**src/rtl/leaf_stream_receiver.sv**
```systemverilog
// rtl/leaf_stream_receiver.sv - BFT leaf receive path: per-port FIFOs, user vld/ack streams, credit return; optional LEAF_RX_SEQ_CHECK_EN
module leaf_stream_receiver #(
    parameter int PACKET_BITS           = 49,
    parameter int PAYLOAD_BITS          = 32,
    parameter int NUM_LEAF_BITS         = 5,
    parameter int NUM_PORT_BITS         = 4,
    parameter int NUM_ADDR_BITS         = 7,
    parameter int NUM_IN_PORTS          = 1,
    parameter int NUM_BRAM_ADDR_BITS    = 7,
    parameter int FREESPACE_UPDATE_SIZE = 64
) (
    input  logic                               clk,
    input  logic                               reset,
    input  logic [PACKET_BITS-1:0]             din_leaf_bft2interface,
    output logic [PACKET_BITS-1:0]             dout_leaf_interface2bft,
    output logic [NUM_IN_PORTS*PAYLOAD_BITS-1:0] dout_leaf_interface2user,
    output logic [NUM_IN_PORTS-1:0]            vld_interface2user,
    input  logic [NUM_IN_PORTS-1:0]            ack_user2interface,
    output logic [1:0]                         err
);
    localparam int DEPTH    = 1 << NUM_BRAM_ADDR_BITS;
    localparam int PTR_BITS = NUM_BRAM_ADDR_BITS + 1;
    localparam int POP_BITS = $clog2(FREESPACE_UPDATE_SIZE + 1);
    localparam int PORT_LSB = NUM_ADDR_BITS + PAYLOAD_BITS;
    localparam int LEAF_LSB = PORT_LSB + NUM_PORT_BITS;

    logic                     pkt_vld;
    logic [NUM_PORT_BITS-1:0] pkt_port;
    logic [PAYLOAD_BITS-1:0]  pkt_payload;
`ifdef LEAF_RX_SEQ_CHECK_EN
    logic [NUM_ADDR_BITS-1:0] pkt_addr;
    logic [NUM_IN_PORTS-1:0]  seq_bad;
`endif

    // The incoming leaf field and (in the default build) the addr field carry no meaning here.
    logic unused_din_bits;
    assign unused_din_bits = ^din_leaf_bft2interface[LEAF_LSB +: NUM_LEAF_BITS]
                           ^ ^din_leaf_bft2interface[PAYLOAD_BITS +: NUM_ADDR_BITS];

    logic [PAYLOAD_BITS-1:0]  mem [NUM_IN_PORTS][DEPTH];
    logic [PTR_BITS-1:0]      wr_ptr [NUM_IN_PORTS];
    logic [PTR_BITS-1:0]      rd_ptr [NUM_IN_PORTS];
    logic [PTR_BITS-1:0]      mem_cnt [NUM_IN_PORTS];
    logic [PAYLOAD_BITS-1:0]  out_data [NUM_IN_PORTS];
    logic [NUM_IN_PORTS-1:0]  out_vld;
    logic [POP_BITS-1:0]      pop_cnt [NUM_IN_PORTS];
    logic [3:0]               pending [NUM_IN_PORTS];
    logic [NUM_IN_PORTS-1:0]  cfg_valid;
    logic [NUM_LEAF_BITS-1:0] cfg_leaf [NUM_IN_PORTS];
    logic [NUM_PORT_BITS-1:0] cfg_port [NUM_IN_PORTS];

    logic [NUM_IN_PORTS-1:0]  hit, full, seq_ok, push, drop_full, pop, load, wrap, inc, dec;
    logic [3:0]               cfg_sel;
    logic                     cfg_hit;
    logic                     arb_any;
    logic [NUM_LEAF_BITS-1:0] arb_leaf;
    logic [NUM_PORT_BITS-1:0] arb_port;

    logic                     gnt_vld;
    logic [NUM_LEAF_BITS-1:0] gnt_leaf;
    logic [NUM_PORT_BITS-1:0] gnt_port;

    // Register the incoming packet; every decision is made from this copy one cycle later.
    always_ff @(posedge clk) begin
        if (reset) begin
            pkt_vld     <= 1'b0;
            pkt_port    <= '0;
            pkt_payload <= '0;
        end else begin
            pkt_vld     <= din_leaf_bft2interface[PACKET_BITS-1];
            pkt_port    <= din_leaf_bft2interface[PORT_LSB +: NUM_PORT_BITS];
            pkt_payload <= din_leaf_bft2interface[PAYLOAD_BITS-1:0];
        end
    end

`ifdef LEAF_RX_SEQ_CHECK_EN
    // Sequence field kept alongside the packet for the in-order check.
    always_ff @(posedge clk) begin
        if (reset) pkt_addr <= '0;
        else       pkt_addr <= din_leaf_bft2interface[PAYLOAD_BITS +: NUM_ADDR_BITS];
    end
`endif

    // Per-port push/pop decode; full uses registered occupancy so a same-cycle pop cannot make room.
    always_comb begin
        cfg_sel = pkt_payload[PAYLOAD_BITS-1 -: 4];
        cfg_hit = pkt_vld && (pkt_port == '0);
        for (int p = 0; p < NUM_IN_PORTS; p++) begin
            mem_cnt[p]   = wr_ptr[p] - rd_ptr[p];
            hit[p]       = pkt_vld && (pkt_port == NUM_PORT_BITS'(p + 1));
            full[p]      = (mem_cnt[p] + PTR_BITS'(out_vld[p])) == PTR_BITS'(DEPTH);
`ifdef LEAF_RX_SEQ_CHECK_EN
            seq_ok[p]    = (pkt_addr == NUM_ADDR_BITS'(wr_ptr[p]));
            seq_bad[p]   = hit[p] && !full[p] && !seq_ok[p];
`else
            seq_ok[p]    = 1'b1;
`endif
            push[p]      = hit[p] && !full[p] && seq_ok[p];
            drop_full[p] = hit[p] && full[p];
            pop[p]       = out_vld[p] && ack_user2interface[p];
            load[p]      = (mem_cnt[p] != '0) && (!out_vld[p] || ack_user2interface[p]);
            wrap[p]      = pop[p] && (pop_cnt[p] == POP_BITS'(FREESPACE_UPDATE_SIZE - 1));
        end
    end

    // Fixed-priority arbiter: lowest-index configured port with a pending credit.
    always_comb begin
        arb_any  = 1'b0;
        arb_leaf = '0;
        arb_port = '0;
        dec      = '0;
        for (int p = 0; p < NUM_IN_PORTS; p++) begin
            if (!arb_any && cfg_valid[p] && (pending[p] != 4'd0)) begin
                arb_any  = 1'b1;
                arb_leaf = cfg_leaf[p];
                arb_port = cfg_port[p];
                dec[p]   = 1'b1;
            end
        end
        for (int p = 0; p < NUM_IN_PORTS; p++) begin
            inc[p] = wrap[p] && ((pending[p] != 4'hF) || dec[p]);
        end
    end

    // Payload storage; no reset needed because the pointers define what is valid.
    always_ff @(posedge clk) begin
        for (int p = 0; p < NUM_IN_PORTS; p++) begin
            if (push[p]) mem[p][wr_ptr[p][NUM_BRAM_ADDR_BITS-1:0]] <= pkt_payload;
        end
    end

    // FIFO pointers, fall-through output register, credit counters and return-address config.
    always_ff @(posedge clk) begin
        for (int p = 0; p < NUM_IN_PORTS; p++) begin
            if (reset) begin
                wr_ptr[p]    <= '0;
                rd_ptr[p]    <= '0;
                out_vld[p]   <= 1'b0;
                out_data[p]  <= '0;
                pop_cnt[p]   <= '0;
                pending[p]   <= '0;
                cfg_valid[p] <= 1'b0;
                cfg_leaf[p]  <= '0;
                cfg_port[p]  <= '0;
            end else begin
                if (push[p]) wr_ptr[p] <= wr_ptr[p] + 1'b1;
                if (load[p]) begin
                    out_data[p] <= mem[p][rd_ptr[p][NUM_BRAM_ADDR_BITS-1:0]];
                    out_vld[p]  <= 1'b1;
                    rd_ptr[p]   <= rd_ptr[p] + 1'b1;
                end else if (pop[p]) begin
                    out_vld[p]  <= 1'b0;
                end
                if (wrap[p])     pop_cnt[p] <= '0;
                else if (pop[p]) pop_cnt[p] <= pop_cnt[p] + 1'b1;
                pending[p] <= pending[p] + {3'b000, inc[p]} - {3'b000, dec[p]};
                if (cfg_hit && (cfg_sel == 4'(p + 1))) begin
                    cfg_valid[p] <= 1'b1;
                    cfg_leaf[p]  <= pkt_payload[NUM_PORT_BITS +: NUM_LEAF_BITS];
                    cfg_port[p]  <= pkt_payload[NUM_PORT_BITS-1:0];
                end
            end
        end
    end

    // Grant stage then packet stage: a credit leaves two cycles after the block completes.
    always_ff @(posedge clk) begin
        if (reset) begin
            gnt_vld                 <= 1'b0;
            gnt_leaf                <= '0;
            gnt_port                <= '0;
            dout_leaf_interface2bft <= '0;
            err                     <= 2'b00;
        end else begin
            gnt_vld  <= arb_any;
            gnt_leaf <= arb_leaf;
            gnt_port <= arb_port;
            dout_leaf_interface2bft <= gnt_vld
                ? {1'b1, gnt_leaf, gnt_port, {NUM_ADDR_BITS{1'b1}}, PAYLOAD_BITS'(FREESPACE_UPDATE_SIZE)}
                : '0;
            err[0] <= err[0] | (|drop_full);
`ifdef LEAF_RX_SEQ_CHECK_EN
            err[1] <= err[1] | (|seq_bad);
`else
            err[1] <= 1'b0;
`endif
        end
    end

    // Flatten the per-port output registers; port 1 sits in the LSBs.
    always_comb begin
        dout_leaf_interface2user = '0;
        vld_interface2user       = out_vld;
        for (int p = 0; p < NUM_IN_PORTS; p++) begin
            dout_leaf_interface2user[p*PAYLOAD_BITS +: PAYLOAD_BITS] = out_data[p];
        end
    end
endmodule
```
**config.mk**
```make
export PLATFORM = sky130hd
export DESIGN_NAME = leaf_stream_receiver
export DESIGN_NICKNAME = d
export VERILOG_FILES = /design/src/rtl/leaf_stream_receiver.sv
export SDC_FILE = /design/constraint.sdc
export NUM_CORES = 2
export LEC_CHECK = 0
export ABC_AREA = 1
export BUFFER_PORTS_ARGS = -buffer_cell sky130_fd_sc_hd__clkbuf_2
export CORE_MARGIN = 4
export CORE_UTILIZATION = 40
export DETAILED_ROUTE_END_ITERATION = 10
export GPL_ROUTABILITY_DRIVEN = 0
export GPL_TIMING_DRIVEN = 1
export HOLD_SLACK_MARGIN = 0.02
export PLACE_DENSITY = 0.67
export SYNTH_ARGS = -nofsm -noshare
export SYNTH_HDL_FRONTEND = slang
export SYNTH_MEMORY_MAX_BITS = 65536
export SYNTH_SLANG_ARGS = --single-unit
export TNS_END_PERCENT = 5
```
**constraint.sdc**
```tcl
create_clock -name clk -period 9.95 [get_ports clk]
set_input_delay 2.985 -clock clk [delete_from_list [all_inputs] [get_ports clk]]
set_output_delay 2.985 -clock clk [all_outputs]
set_load 0.01 [all_outputs]
```
-- Word-level counts from Yosys, hierarchy flattened
Memories as Yosys holds them, arrays and structs flattened. A register that Yosys moved wholly into a read port is not among the register bits.
Cells that the tools add are included.
W data, S select, Z words.
- register bits: 91
- memory bits (writable): 4164
- memories kept: 8
- logic and storage cells: 112
- bits of input ports: 52
- mux-type cells: 45
- bitwise gates (word level): 5
- add/subtract/negate cells: 7
- reduce and logical (&&, ||, !) cells: 29
- equal/unequal tests: 5
- magnitude comparators: 3
- memories (name ; words ; width ; rd ports ; clocked after memory_dff ; write ports ; RTL line ; RTL):
    mem ; 1 ; 4096 ; 1 ; 0 ; 1 ; 40 ; logic [PAYLOAD_BITS-1:0] mem [NUM_IN_PORTS][DEPTH];
    out_data ; 1 ; 32 ; 1 ; 0 ; 1 ; 44 ; logic [PAYLOAD_BITS-1:0] out_data [NUM_IN_PORTS];
    rd_ptr ; 1 ; 8 ; 1 ; 0 ; 1 ; 42 ; logic [PTR_BITS-1:0] rd_ptr [NUM_IN_PORTS];
    wr_ptr ; 1 ; 8 ; 1 ; 0 ; 1 ; 41 ; logic [PTR_BITS-1:0] wr_ptr [NUM_IN_PORTS];
    pop_cnt ; 1 ; 7 ; 1 ; 0 ; 1 ; 46 ; logic [POP_BITS-1:0] pop_cnt [NUM_IN_PORTS];
    cfg_leaf ; 1 ; 5 ; 1 ; 1 ; 1 ; 49 ; logic [NUM_LEAF_BITS-1:0] cfg_leaf [NUM_IN_PORTS];
    +2 memories ; n/a ; n/a ; n/a ; n/a ; n/a ; n/a ;
- operators by type and width (kind ; count):
    $mux W4096 ; 1
    $bmux W32 S7 ; 1
    $demux W32 S7 ; 1
    $mux W32 ; 4
    $mux W49 ; 1
    $reduce_or A32 Y1 ; 1
    $mux W1 ; 30
    $add A8 B1 Y8 const B ; 2
    $ge A8 B8 Y1 const B ; 2
    $mux W8 ; 2
    $not A7 Y8 ; 2
    $reduce_or A8 Y1 ; 2
    $mux W7 ; 2
    $reduce_or A7 Y1 ; 2
    $logic_and A1 B1 Y1 ; 11
    $add A8 B1 Y8 ; 1
    $eq A4 B1 Y1 const B ; 2
    $eq A8 B8 Y1 const B ; 1
    $lt A8 B1 Y1 const B ; 1
    $mux W4 ; 2
    $reduce_bool A8 Y1 ; 1
    $reduce_or A4 Y1 ; 2
    $sub A8 B8 Y8 ; 1
    $add A7 B1 Y7 const B ; 1
    other kinds (14) ; 18

-- Logic depth before layout (Yosys ltp)
An unclocked memory read counts as a cell.
- depth after elaboration: 11
- depth in mapped cells: 21
- mapped depth without buffers: 17

-- Worst setup path before layout
No wires, ideal clock.
- path type: register to register
- from: memory rd_ptr[0][1] (netlist bit)
- to: memory mem[0][1536] (netlist bit), enable pin
- clock period less this slack: 4.649 ns
- slack: 5.301 ns
- stages on the path, launching flop included: 19
- arrival: 4.227 ns
- data required time: 9.529 ns
- cell sequence: edfxtp_1 inv_2 buf_2 buf_2 clkbuf_1 fa_1 ha_1 inv_1 nor2_1 nand3_1 nor2_1 nand2_1 nand2_1 nand2_1 nor2_4 nand2_8 nand3_4 buf_4 nor2_1
- cells in the longest elaborated chain, start to end: 8
- ends and longest elaborated chain (what ; RTL line ; RTL):
    start: declaration ; 42 ;
    $mem_v2 Z1 W8 ; n/a ;
    $sub A8 B8 Y8 ; 89 ; mem_cnt[p] = wr_ptr[p] - rd_ptr[p];
    $add A8 B1 Y8 ; 91 ; full[p] = (mem_cnt[p] + PTR_BITS'(out_vld[p])) == PTR_BITS'(DEPTH);
    $eq A8 B8 Y1 ; 91 ;
    $logic_not A1 Y1 ; 98 ; push[p] = hit[p] && !full[p] && seq_ok[p];
    $logic_and A1 B1 Y1 ; 98 ;
    $mux W1 ; 128 ; if (push[p]) mem[p][wr_ptr[p][NUM_BRAM_ADDR_BITS-1:0]] <= pkt_payload;
    $mux W4096 (implied by the code) ; 128 ;
    end: declaration ; 40 ;
Every way passes these cells.

-- Worst setup path in the final report
- from: memory rd_ptr[0][1] (netlist bit)
- to: memory mem[0][3689] (netlist bit), enable pin
Same word-level chain as after synthesis.

==> out/qor.yml <==
status: "completed"
min_path_type: "reg2reg"
fp.dieW_um: 655
fmax_ghz: 0.171
p_int_mw: 29.5
cts_buffer_depth: 4
routed_wl_um: 476000
io_buffers: 91
firstDrtPassIters: 6
yosysSeqAreaShare_pct: 75.3
cp.required_ns: 10.54
vdd.ir_drop.worst_mv: 0.166
synth_warnings: 0
avgSynthCellArea_um2: 12.7
slew_violations: 0
hold_ws_ns: 0.411
vias_per_cell: 5.64
setup_viol: 0
grt_usage_pct: 21.4
mostFrequentLayoutCells: "4,160 x edfxtp_1, 3,021 x nor2_1, 1,889 x o21ai_0"
htree_levels: 5
area_growth_pct: 11.8
place.detailed.hpwl_um: 249000
fillers: 36500
grt_max_degree: 204
drive_gt1_share_pct: 8.37
worstPathArrival_ns: 6.43
synth_cell_types: 41
cts.sinks: 4224
syn_area_mm2: 0.168
period_minus_slack_ns: 5.84
p_switching_mw: 10.9
start_util_pct: 40.2
fp.dieH_um: 655
grt_pass1_wl_um: 679000
critPathMaxFanout: 73
critPathCaptureType: "register"
num_vias: 107000
postCtsSetupRepairBufs: 0
clock_latency_ns: 0.99
synth_cells: 13200
slew_headroom_pct: 13.4
worst_setup_path_start_kind: "register"
ys_ff_latch: 4224
first_iter_violations: 16000
cts_root_buf: "clkbuf_16"
globalRoute.totalOverflow: 0
power_density_mw_per_mm2: 216
mostFrequentLayoutCell: "edfxtp_1"
fin_crit_sh_pct: 58.7
core_area_mm2: 0.417
fin_tns_setup_ns: 0
leakage_nw: 60.9
cts.repair.resized: 0
crit_type: "reg2reg"
hold_violations: 0
numCtsBuffers: 422
clkTransAtPathRegs_ns: 0.06
antenna_found_initial: 28
postCtsHoldBufs: 0
max_cap_violations: 0
wire_per_inst_um: 25.1
swShare_pct: 27.0
cts_tree: "yes"
drc_errors: 0
clkPwrFrac_pct: 37.8
ios: 136
grt_pass1_vias: 98000
worstMarginPinSlew_ns: 1.30
power_frac_comb_pct: 13.2
rsz0062_at_grt: "no"
power_frac_seq_pct: 49.0
layout.nets: 13200
rows: 237
dieArea_mm2: 0.429
detail-route-antenna-nets: 0
finClkSkew_ns: 0.0840
## worst max-delay path: stages (launching register included)
cell	delay (ns)
edfxtp_1	0.51
inv_8	0.47
buf_4	0.62
fa_1	0.59
ha_1	0.24
inv_1	0.07
nor2_1	0.06
nand3_1	0.10
nor2_1	0.06
nand2_1	0.05
nand2_1	0.06
nand2_1	0.10
nor2_4	0.07
nand2_8	0.13
nand3_4	0.83
nor2_4	0.91
buf_4	0.48
## per-layer routing
layer,GRT usage [%],vias up,share of wire (%)
met5,0,-,0.0084
met2,32.8,5800,45
met4,8.94,6,4.5
li1,-,47500,-
met1,29.9,52600,39
met3,4.06,910,11
## layout make-up
| type | instances | area [um2] | area share [%] |
|---|---|---|---|
| Multi-Input combinational cell | 7862 | 37300 | 19.9 |
| Inverter | 215 | 848 | 0.453 |
| Antenna cell | 10 | 25.0 | 0.0134 |
| Clock inverter | 242 | 2000 | 1.07 |
| Clock buffer | 526 | 11200 | 5.99 |
| Timing Repair Buffer | 357 | 2750 | 1.47 |
| Tap cell | 5497 | 6880 | 3.67 |
| Sequential cell | 4224 | 126000 | 67.4 |
## power by group through the flow
stage               logic (mW)  clock network [mW]  registers (mW)
finish                    5.32                15.3            19.8
global route              5.74                16.2            19.8
CTS                       5.24                15.4            19.8
detailed placement        5.22                   0            20.2
global placement          5.17                   0            20.2
floorplan                 3.24                   0            20.2
## sequential cells by signal, indices dropped and copies added (netlist names), 5 cells and up
signal and flops:
cfg_leaf 5, wr_ptr 8, dout_leaf_interface2bft 10, gnt_leaf 5, out_data 32, rd_ptr 8
mem 4096, pop_cnt 7, pkt_payload 32
## cells by family (layout without fill, tap and decap cells)
group / Yosys count / after routing / synth area share (%)
XOR/XNOR: 12 / 12 / 0.0627
AND/OR/NAND/NOR: 4551 / 4551 / 10.6
flip-flops: 4224 / 4224 / 75.3
AO/OA/AOI/OAI: 3247 / 3247 / 10.8
buffers and inverters: 1127 / 1340 / 3.11
adder cells (fa/ha/maj): 20 / 20 / 0.158
other: 1 / 42 / 0.00224
## through the flow
step	util (%)	worst slack, ns	cell area [um2]	std cells	power, mW
after floorplan	-	5.30	168000	13200	23.4
after global placement	41.7	4.22	174000	18200	25.4
after detailed placement	41.7	4.20	174000	18200	25.4
after CTS	44.9	4.17	187000	18900	40.5
after global routing	44.9	3.93	187000	18900	41.8
final	44.9	4.11	187000	18900	40.4
## path summary, 6_finish.rpt
check / start / end / slack [ns] / cells after the start
worst max-delay path: rd_ptr[0][1]$_SDFFCE_PN0P_ / mem[0][3689]$_DFFE_PP_ / 4.11 / 16
worst min-delay path: gnt_leaf[2]$_SDFF_PP0_ / dout_leaf_interface2bft[45]$_SDFF_PP0_ / 0.41 / 2
worst max register to register: rd_ptr[0][1]$_SDFFCE_PN0P_ / mem[0][3689]$_DFFE_PP_ / 4.11 / 16
worst min register to register: gnt_leaf[2]$_SDFF_PP0_ / dout_leaf_interface2bft[45]$_SDFF_PP0_ / 0.41 / 2
## cells in the mapped netlist, drive strengths merged
master	count	area, um2
nor2	3155	11900
o211ai	457	3430
conb	1	3.75
edfxtp	4160	125000
a21oi	157	786
nor4	2	12.5
a311oi	1	8.76
nor3b	2	15.0
fa	2	40.0
o21ai	2214	11100
a211oi	2	15.0
a22oi	75	563
nand4	6	37.5
ha	18	225
nand3	385	2030
o22ai	337	2110
o221ai	2	17.5
nand3b	1	7.51
xor2	10	87.6
dfxtp	64	1280
or2	2	12.5
o21a	1	7.51
nor3	9	45.0
nand2	988	3720
buf	461	2710
clkbuf	451	1700
a31oi	1	6.26
and3	1	6.26
xnor2	2	17.5
clkinv	8	30.0
inv	207	777
Note: power is estimated with default switching activity, not from simulation.
